==> src/rtl/ser_pkg.sv <==
// Shared constants, types and helpers for the ser endpoint (far-end partner of the des lane bridge).
package ser_pkg;

  localparam int NSLICE    = 4;
  localparam int FRAME_LEN = 2 * NSLICE;
  localparam int TX_LANE_W = 13;
  localparam int RX_LANE_W = 16;
  localparam int TX_WORD_W = TX_LANE_W * NSLICE;
  localparam int RX_WORD_W = RX_LANE_W * NSLICE;
  localparam int PHASE_W   = $clog2(FRAME_LEN);
  localparam int SLICE_W   = $clog2(NSLICE);

  typedef logic [PHASE_W-1:0] phase_t;
  typedef logic [SLICE_W-1:0] slice_t;

  localparam phase_t PHASE_FIRST = phase_t'(0);
  localparam phase_t PHASE_LAST  = phase_t'(FRAME_LEN - 1);
  localparam phase_t PHASE_RXEND = phase_t'(NSLICE - 1);

  typedef enum logic {
    ST_UNLOCKED = 1'b0,
    ST_LOCKED   = 1'b1
  } lock_state_e;

  // Lane slices travel in the first half of the frame; the second half is idle.
  function automatic logic is_slice_phase(input phase_t p);
    return (p < phase_t'(NSLICE));
  endfunction

endpackage

==> src/rtl/ser_if.sv <==
// Lane and word-handshake signals between the ser endpoint and its environment.
interface ser_if;
  import ser_pkg::*;

  logic                 ser_sync_in;
  logic [TX_WORD_W-1:0] ser_din;
  logic                 ser_din_valid;
  logic                 ser_din_ready;
  logic [TX_LANE_W-1:0] ser_sout;
  logic [RX_LANE_W-1:0] ser_sin;
  logic [RX_WORD_W-1:0] ser_dout;
  logic                 ser_dout_valid;
  logic                 ser_locked;
  logic                 ser_align_err;

  modport slave (
    input  ser_sync_in, ser_din, ser_din_valid, ser_sin,
    output ser_din_ready, ser_sout, ser_dout, ser_dout_valid, ser_locked, ser_align_err
  );

  modport master (
    output ser_sync_in, ser_din, ser_din_valid, ser_sin,
    input  ser_din_ready, ser_sout, ser_dout, ser_dout_valid, ser_locked, ser_align_err
  );

endinterface

==> src/rtl/ser_phase_tracker.sv <==
// Recovers the frame phase from the des frame clock, tracks lock and flags misaligned sync edges.
module ser_phase_tracker
  import ser_pkg::*;
(
  input  logic   in_clk,
  input  logic   rst,
  input  logic   sync_in,
  output phase_t phase,
  output logic   locked,
  output logic   misalign,
  output logic   align_err
);

  logic        sync_q;
  logic        rise;
  phase_t      phase_q;
  lock_state_e state_q;
  lock_state_e state_d;

  // A rising frame clock forces phase 0 in the same cycle, so the lane mux sees it without delay.
  assign rise     = sync_in & ~sync_q;
  assign phase    = rise ? PHASE_FIRST : phase_q;
  assign locked   = (state_q == ST_LOCKED);
  assign misalign = locked & rise & (phase_q != PHASE_FIRST);

  // Delayed copy of the frame clock for edge detection.
  always_ff @(posedge in_clk or posedge rst) begin
    if (rst) sync_q <= 1'b0;
    else     sync_q <= sync_in;
  end

  // Phase counter wraps mod 8 and realigns to 1 after every rise.
  always_ff @(posedge in_clk or posedge rst) begin
    if (rst) phase_q <= PHASE_LAST;
    else     phase_q <= phase + phase_t'(1);
  end

  // Lock state register.
  always_ff @(posedge in_clk or posedge rst) begin
    if (rst) state_q <= ST_UNLOCKED;
    else     state_q <= state_d;
  end

  // Lock is acquired on the first rise and only lost through reset.
  always_comb begin
    state_d = state_q;
    case (state_q)
      ST_UNLOCKED: if (rise) state_d = ST_LOCKED;
      ST_LOCKED:   state_d = ST_LOCKED;
      default:     state_d = ST_UNLOCKED;
    endcase
  end

  // Sticky alignment error; only reset clears it.
  always_ff @(posedge in_clk or posedge rst) begin
    if (rst)           align_err <= 1'b0;
    else if (misalign) align_err <= 1'b1;
  end

endmodule

==> src/rtl/ser_endpoint.sv <==
// Far-end lane endpoint: slices 52-bit TX words onto the 13-bit lane and rebuilds 64-bit RX words.
module ser_endpoint
  import ser_pkg::*;
(
  input  logic in_clk,
  input  logic rst,
  ser_if.slave bus
);

  phase_t phase;
  slice_t slice_idx;
  logic   locked;
  logic   misalign;
  logic   align_err;
  logic   frame_end;

  logic                 ready;
  logic                 accept;
  logic [TX_WORD_W-1:0] pend_q;
  logic                 pend_full_q;
  logic [TX_WORD_W-1:0] active_q;
  logic [TX_LANE_W-1:0] sout;

  logic                           rx_capture;
  logic [RX_WORD_W-RX_LANE_W-1:0] rx_part_q;
  logic                           frame_ok_q;
  logic [RX_WORD_W-1:0]           dout_q;
  logic                           dout_valid_q;

  ser_phase_tracker u_tracker (
    .in_clk    (in_clk),
    .rst       (rst),
    .sync_in   (bus.ser_sync_in),
    .phase     (phase),
    .locked    (locked),
    .misalign  (misalign),
    .align_err (align_err)
  );

  assign slice_idx  = phase[SLICE_W-1:0];
  assign frame_end  = (phase == PHASE_LAST);
  assign ready      = locked & (~pend_full_q | frame_end);
  assign accept     = bus.ser_din_valid & ready;
  assign rx_capture = locked & ~misalign & is_slice_phase(phase);

  // Pending slot: refilled on accept; at frame end it drains and may refill in the same edge.
  always_ff @(posedge in_clk or posedge rst) begin
    if (rst) begin
      pend_q      <= '0;
      pend_full_q <= 1'b0;
    end else if (frame_end) begin
      pend_q      <= accept ? bus.ser_din : '0;
      pend_full_q <= accept;
    end else if (accept) begin
      pend_q      <= bus.ser_din;
      pend_full_q <= 1'b1;
    end
  end

  // Active word is loaded at frame end and dropped when the frame is realigned.
  always_ff @(posedge in_clk or posedge rst) begin
    if (rst)            active_q <= '0;
    else if (misalign)  active_q <= '0;
    else if (frame_end) active_q <= pend_full_q ? pend_q : '0;
  end

  // Outbound lane mux: one slice per cycle in phases 0-3, silent otherwise or while realigning.
  always_comb begin
    sout = '0;
    if (locked && !misalign && is_slice_phase(phase)) begin
      for (int s = 0; s < NSLICE; s++) begin
        if (slice_idx == s[SLICE_W-1:0]) sout = active_q[s*TX_LANE_W +: TX_LANE_W];
      end
    end
  end

  // RX assembler: slices 0-2 are buffered, slice 3 goes straight into the output word.
  always_ff @(posedge in_clk or posedge rst) begin
    if (rst) begin
      rx_part_q    <= '0;
      frame_ok_q   <= 1'b0;
      dout_q       <= '0;
      dout_valid_q <= 1'b0;
    end else begin
      dout_valid_q <= 1'b0;
      if (misalign) begin
        rx_part_q  <= '0;
        frame_ok_q <= 1'b0;
      end else if (rx_capture) begin
        for (int s = 0; s < NSLICE - 1; s++) begin
          if (slice_idx == s[SLICE_W-1:0]) rx_part_q[s*RX_LANE_W +: RX_LANE_W] <= bus.ser_sin;
        end
        if (phase == PHASE_FIRST) frame_ok_q <= 1'b1;
        if (phase == PHASE_RXEND) begin
          frame_ok_q <= 1'b0;
          if (frame_ok_q) begin
            dout_q       <= {bus.ser_sin, rx_part_q};
            dout_valid_q <= 1'b1;
          end
        end
      end
    end
  end

  assign bus.ser_din_ready  = ready;
  assign bus.ser_sout       = sout;
  assign bus.ser_dout       = dout_q;
  assign bus.ser_dout_valid = dout_valid_q;
  assign bus.ser_locked     = locked;
  assign bus.ser_align_err  = align_err;

endmodule
==> src/flat_wrapper.sv <==
// flat-port wrapper written by rule: the top's interface ports become plain ports
module ser_endpoint_flat import ser_pkg::*;
  (in_clk, rst, bus_ser_sync_in, bus_ser_din, bus_ser_din_valid, bus_ser_sin, bus_ser_din_ready, bus_ser_sout, bus_ser_dout, bus_ser_dout_valid, bus_ser_locked, bus_ser_align_err);
  ser_if bus_i ();
  input  logic in_clk;
  input  logic rst;
  input wire logic [$bits(bus_i.ser_sync_in)-1:0] bus_ser_sync_in;
  input wire logic [$bits(bus_i.ser_din)-1:0] bus_ser_din;
  input wire logic [$bits(bus_i.ser_din_valid)-1:0] bus_ser_din_valid;
  input wire logic [$bits(bus_i.ser_sin)-1:0] bus_ser_sin;
  output wire logic [$bits(bus_i.ser_din_ready)-1:0] bus_ser_din_ready;
  output wire logic [$bits(bus_i.ser_sout)-1:0] bus_ser_sout;
  output wire logic [$bits(bus_i.ser_dout)-1:0] bus_ser_dout;
  output wire logic [$bits(bus_i.ser_dout_valid)-1:0] bus_ser_dout_valid;
  output wire logic [$bits(bus_i.ser_locked)-1:0] bus_ser_locked;
  output wire logic [$bits(bus_i.ser_align_err)-1:0] bus_ser_align_err;
  assign bus_i.ser_sync_in = bus_ser_sync_in;
  assign bus_i.ser_din = bus_ser_din;
  assign bus_i.ser_din_valid = bus_ser_din_valid;
  assign bus_i.ser_sin = bus_ser_sin;
  assign bus_ser_din_ready = bus_i.ser_din_ready;
  assign bus_ser_sout = bus_i.ser_sout;
  assign bus_ser_dout = bus_i.ser_dout;
  assign bus_ser_dout_valid = bus_i.ser_dout_valid;
  assign bus_ser_locked = bus_i.ser_locked;
  assign bus_ser_align_err = bus_i.ser_align_err;
  ser_endpoint u_core (.in_clk(in_clk), .rst(rst), .bus(bus_i));
endmodule
==> config.mk <==
export PLATFORM = sky130hd
export DESIGN_NAME = ser_endpoint_flat
export DESIGN_NICKNAME = d
export VERILOG_FILES = /design/src/rtl/ser_pkg.sv /design/src/rtl/ser_if.sv /design/src/rtl/ser_phase_tracker.sv /design/src/rtl/ser_endpoint.sv /design/src/flat_wrapper.sv
export SDC_FILE = /design/constraint.sdc
export NUM_CORES = 1
export LEC_CHECK = 0
export ABC_AREA = 1
export CORE_ASPECT_RATIO = 0.8
export CORE_MARGIN = 2
export CORE_UTILIZATION = 49
export CTS_CLUSTER_SIZE = 10
export DETAILED_ROUTE_END_ITERATION = 8
export GPL_TIMING_DRIVEN = 0
export HOLD_SLACK_MARGIN = 0.05
export PLACE_DENSITY = 0.72
export SETUP_SLACK_MARGIN = 0.1
export SYNTH_ARGS = -nofsm -noshare
export SYNTH_HDL_FRONTEND = slang
export SYNTH_SLANG_ARGS = --single-unit
==> constraint.sdc <==
create_clock -name in_clk -period 6.56 [get_ports in_clk]
set_input_delay 0.656 -clock in_clk [delete_from_list [all_inputs] [get_ports in_clk]]
set_output_delay 0.656 -clock in_clk [all_outputs]
set_load 0.03 [all_outputs]
==> flow_metrics.py, run 1 <==
metrics = {
    "floorplan": {
        "row_count": 47,
        "core_area_mm2": 0.0205,
        "initial_utilization_pct": 49.4,
        "die-area_mm2": 0.0219,
        "die_h_um": 133,
        "die_w_um": 165,
        "ios": 153,
    },
    "global_routing": {
        "antenna_found_initial": 0,
        "track_usage_pct": 25.7,
        "grt_max_degree": 42,
        "overflow": 0,
        "grt_pass1_vias": 8591,
        "grt_pass1_wl_um": 44400,
    },
    "sta": {
        "hold_viol_final": 0,
        "timing.hold.ws_ns": 0.474,
        "rsz0062_at_grt": "false",
        "post-route-min-period_ns": 4.67,
        "max_freq_mhz": 214,
        "period_share_pct": 71.3,
        "worstMarginPinSlew_ns": 0.922,
        "slew_viol_final": 0,
        "setup_tns_ns": 0,
        "slew_headroom_pct": 37.9,
        "setup-violations-final": 0,
        "setup_slack_ns": 1.89,
        "finClkSkew_ns": 0.00776,
    },
    "logic_synthesis": {
        "syn_nets": 1287,
        "netlist_area_mm2": 0.0101,
        "yosysSeqAreaShare_pct": 55.5,
        "yosys_warnings": 0,
        "ys_seq_elements": 225,
        "synth_cell_types": 25,
        "synth_cells": 1210,
        "syn_area_per_cell_um2": 8.38,
    },
    "layout": {
        "multi_input_comb_area_mm2": 0.00333,
        "fillCellCount": 1801,
        "nets": 1472,
        "finalInstanceArea_mm2": 0.0128,
        "final_util_pct": 62.6,
        "layout_common_cells": "321 x nand2_1, 222 x dfrtp_1, 204 x inv_1",
        "finalNonFillerCells": 1676,
        "drive_above_1_share_pct": 6.25,
        "seq_area_mm2": 0.00563,
        "antenna_cells": 0,
        "area_growth_pct": 26.6,
        "final_common_cell": "nand2_1",
    },
    "min_path": {
        "hold_class": "flop to flop",
    },
    "critical_path": {
        "worstPathMaxFanout": 10,
        "cp.required_ns": 5.90,
        "worstSetupStartpointType": "primary input",
        "cp-end-kind": "primary output",
        "path_class": "primary input to primary output",
        "worstPathArrival_ns": 4.02,
    },
    "pwr": {
        "power_mw": 5.70,
        "irDropWorstVdd_uv": 239,
        "p_leak_nw": 6.47,
        "power.density_mw_per_mm2": 444,
    },
    "clocking": {
        "post-cts-setup-buffers": 0,
        "clkSinkCount": 225,
        "insertion_delay_ns": 0.52,
        "cts_max_level": 1,
        "hold_buffers": 0,
        "numCtsBuffers": 26,
        "clkSlewWorstSetupHoldPaths_ns": 0.05,
        "cts_max_path_buffers": 3,
        "postCtsResizedCells": 0,
        "cts_root_buffer": "clkbuf_16",
        "cts_tree": "built",
    },
    "placement": {
        "hpwlAfterDp_um": 20000,
        "place_ws_ns": 1.94,
        "gp_congestion": 0.915,
        "numPortBuffers": 151,
        "placed_area_mm2": 0.0121,
        "placedCellCount": 1636,
    },
    "route": {
        "drt_iter0_markers": 951,
        "route.detailed.drc": 0,
        "vias": 8764,
        "viasPerCell": 5.23,
        "wl_per_cell_um": 16.4,
        "first_pass_iters": 5,
        "ant_nets": 0,
        "wirelength_um": 27500,
    },
    "job": {
        "drv_cap": 0,
    },
    "run_status": {
        "status": "finished, final reports clean",
    },
}
## critical path: stages
cell	delay, ns
clkdlybuf4s50_1	0.45
nand2_2	0.23
clkbuf_1	0.37
nand2_1	0.17
ha_1	0.21
clkbuf_1	0.25
clkbuf_1	0.32
nor2_1	0.22
nand2_1	0.10
nand2_1	0.08
nand2_1	0.05
a21oi_1	0.19
clkdlybuf4s50_1	0.71
## cells in the mapped netlist (all sizes together)
master    n  area (µm²)
o21ai   116         596
clkbuf   46         173
buf      38         226
o22ai    38         238
dfstp     3        78.8
nand3    82         410
a21boi   16         120
dfrtp   222        5560
ha        5        62.6
nand2   327        1250
inv     207         777
nand4    77         482
a21oi    15        97.6
nor2     18        75.1
## layout make-up
cell class / count / area share (%)
inverters: 207 / 6.08
clock buffers: 40 / 5.64
multi-input cells: 694 / 26.0
plain buffers: 84 / 3.11
repair buffers: 157 / 12.7
well taps: 269 / 2.62
flip-flops and latches: 225 / 43.9
## cells by family (layout without fill, tap and decap cells)
| kind of cell | Yosys count | in the layout | share of synthesized area (%) |
|---|---|---|---|
| adders and majority gates | 5 | 5 | 0.617 |
| and+or+nand+nor | 504 | 504 | 21.9 |
| AOI/OAI and AO/OA | 185 | 185 | 10.4 |
| buffers and inverters | 291 | 488 | 11.6 |
| DFF | 225 | 225 | 55.5 |
## sequential cells by signal (all words and copies together) (netlist names)
signal,cells
u_core.u_tracker.sync_q,1
u_core.active_q,52
u_core.bus.ser_dout_valid,1
u_core.pend_q,52
u_core.u_tracker.align_err,1
u_core.frame_ok_q,1
u_core.pend_full_q,1
u_core.rx_part_q,48
u_core.u_tracker.phase_q,3
u_core.u_tracker.locked,1
u_core.bus.ser_dout,64
## where the power goes
part	switching, mW	total, mW	internal (mW)	leakage, nW
logic	1.44	2.24	0.805	3.22
registers	0.260	2.18	1.92	2.90
clock network	0.528	1.27	0.746	0.348
total	2.22	5.70	3.47	6.47
## layer usage
layer,vias to the layer above,GRT usage [%],share of wire (%)
met3,45,4.33,7.8
met2,340,35.8,41
met4,0,5.99,1.9
li1,4227,-,-
met1,4152,41.7,49
met5,-,0,0
## path summary, 6_finish.rpt
kind                                              start                           to  depth (start not counted)  slack (ns)
worst max-delay path                    bus_ser_sync_in              bus_ser_sout[9]                         13        1.89
worst min-delay path            u_core.bus.ser_dout[40]      u_core.bus.ser_dout[40]                          2        0.47
worst max register to register  u_core.u_tracker.sync_q             u_core.pend_q[7]                         12        3.71
worst min register to register  u_core.bus.ser_dout[40]      u_core.bus.ser_dout[40]                          2        0.47
max in group asynchronous                           rst  u_core.u_tracker.phase_q[2]                          7        4.44
min in group asynchronous                           rst             u_core.pend_q[4]                          2        0.53
Power figures use the tool's default switching activity.
==> inputs of run 2 (changes only) <==
- clock period: 6.56 -> 3.83 ns (I/O delays scaled with it)
==> flow_metrics.py, run 2 (synthesis results as in run 1) <==
metrics = {
    "pwr": {
        "combPwrFrac_pct": 39.2,
        "p_seq_share_pct": 38.3,
        "p_sw_mw": 3.82,
        "power.density_mw_per_mm2": 760,
        "p_leak_nw": 6.54,
        "irDropWorstVdd_uv": 410,
        "p_int_mw": 5.92,
        "power_mw": 9.74,
        "swShare_pct": 39.2,
        "power_frac_clock_pct": 22.4,
    },
    "layout": {
        "nets": 1473,
        "area_growth_pct": 26.4,
        "largest_reg_flops": 64,
        "layout_common_cells": "321 x nand2_1, 222 x dfrtp_1, 204 x inv_1",
        "antenna_cells": 0,
        "final_common_cell": "nand2_1",
        "finalInstanceArea_mm2": 0.0128,
        "drive_above_1_share_pct": 7.32,
    },
    "placement": {
        "gp_congestion": 0.915,
        "place_ws_ns": -0.248,
        "placed_area_mm2": 0.0121,
        "hpwlAfterDp_um": 20000,
        "numPortBuffers": 151,
    },
    "floorplan": {
        "initial_utilization_pct": 49.4,
        "die_h_um": 133,
        "die-area_mm2": 0.0219,
        "ios": 153,
        "die_w_um": 165,
        "core_area_mm2": 0.0205,
        "row_count": 47,
    },
    "route": {
        "ant_nets": 0,
        "first_pass_iters": 5,
        "vias": 8790,
        "viasPerCell": 5.24,
        "wirelength_um": 27500,
        "drt_iter0_markers": 921,
        "wl_per_cell_um": 16.4,
        "route.detailed.drc": 0,
    },
    "clocking": {
        "numCtsBuffers": 26,
        "cts_tree": "built",
        "cts_root_buffer": "clkbuf_16",
        "hold_buffers": 0,
        "clkSlewWorstSetupHoldPaths_ns": 0.05,
        "clkSinkCount": 225,
        "insertion_delay_ns": 0.52,
        "cts_max_level": 1,
        "cts_max_path_buffers": 3,
    },
    "sta": {
        "hold_viol_final": 0,
        "post-route-min-period_ns": 3.51,
        "max_freq_mhz": 285,
        "slew_viol_final": 0,
        "setup_slack_ns": 0.318,
        "setup_tns_ns": 0,
        "finClkSkew_ns": 0.0111,
        "setup-violations-final": 0,
        "slew_headroom_pct": 37.3,
        "timing.hold.ws_ns": 0.256,
        "rsz0062_at_grt": "true",
        "period_share_pct": 91.7,
        "worstMarginPinSlew_ns": 0.933,
    },
    "critical_path": {
        "rr_startpoint": "u_core.u_tracker.sync_q",
        "reg2regPathDepth": 13,
        "worstPathMaxFanout": 10,
        "r2r_slack_ns": 0.90,
        "path_class": "flop to primary output",
        "worstPathArrival_ns": 3.13,
        "cp.required_ns": 3.45,
        "r2r_end": "u_core.pend_q[26]",
        "cp-end-kind": "primary output",
        "worstSetupStartpointType": "flop",
    },
    "global_routing": {
        "overflow": 0,
        "antenna_found_initial": 0,
        "track_usage_pct": 25.7,
        "grt_max_degree": 42,
        "grt_pass1_wl_um": 44400,
        "grt_pass1_vias": 8590,
    },
    "job": {
        "drv_cap": 0,
    },
    "run_status": {
        "status": "finished, final reports clean",
    },
    "min_path": {
        "hold_class": "primary input to async pin",
    },
}
[run 2: cell types whose count changed in the layout (fill, tap and decap cells not counted), sizes merged]
cell and change:
dlymetal6s2s +1, clkdlybuf4s15 +3, buf +1, dlygate4sd2 +4, clkbuf +6, clkdlybuf4s50 -14
[run 2: critical path, cell delays in order, from the launching register on]
cell,delay (ns)
dfstp_2,0.59
clkbuf_2,0.23
inv_1,0.06
nor2_1,0.19
ha_1,0.17
clkbuf_2,0.24
clkbuf_2,0.27
nand2_1,0.08
nand2_1,0.12
nand2_1,0.08
a21oi_1,0.18
clkdlybuf4s15_1,0.39
[run 2: what timing repair did]
item / CTS / global route
resized for setup: 20 / 18
pin swaps: 1 / 0
setup buffers: 1 / 0
endpoints found under the setup margin: 14 / 13
[run 2: cell type report]
cell class | instances | area [µm²]
multi-input cells | 694 | 3330
plain buffers | 84 | 409
clock buffers | 40 | 724
fillers | 1802 | 7700
flip-flops and latches | 225 | 5630
well taps | 269 | 337
inverters | 207 | 781
repair buffers | 158 | 1610
[run 2: how the worst max path moves through the flow]
| stage | from | end | slack, ns | depth (start not counted) |
|---|---|---|---|---|
| 2_1_floorplan | rst | u_core.active_q[0] | 0.51 | 1 |
| 3_3_place_gp | rst | u_core.pend_q[36] | -1.19 | 2 |
| 3_5_place_dp | bus_ser_sync_in | bus_ser_sout[9] | -0.25 | 13 |
| 4_1_cts | u_core.u_tracker.phase_q[0] | bus_ser_sout[12] | 0.25 | 10 |
| 5_1_grt | u_core.u_tracker.phase_q[0] | bus_ser_sout[12] | 0.06 | 11 |
| 6_report | u_core.u_tracker.phase_q[0] | bus_ser_sout[2] | 0.32 | 11 |
[run 2: stage by stage]
stage | std cells | util (%)
3_5_place_dp | 1636 | 59.0
3_3_place_gp | 1630 | 58.4
4_1_cts | 1677 | 62.6
5_1_grt | 1677 | 62.5
6_report | 1677 | 62.5
2_1_floorplan | 1210 | -
[run 2: layer usage]
| layer | global-route usage [%] | wire [µm] | share of wire [%] |
|---|---|---|---|
| met1 | 41.8 | 13700 | 50 |
| met2 | 35.9 | 11400 | 41 |
| met3 | 4.33 | 1860 | 6.7 |
| met4 | 6.04 | 588 | 2.1 |
| met5 | 0 | 0 | 0 |
[run 2: power groups by stage]
stage,combinational [mW],sequential (mW),clock (mW)
2_1_floorplan,1.89,4.21,0
3_3_place_gp,3.71,3.74,0
3_5_place_dp,3.80,3.75,0
4_1_cts,3.82,3.73,2.23
5_1_grt,4.21,3.82,2.31
6_report,3.82,3.73,2.19
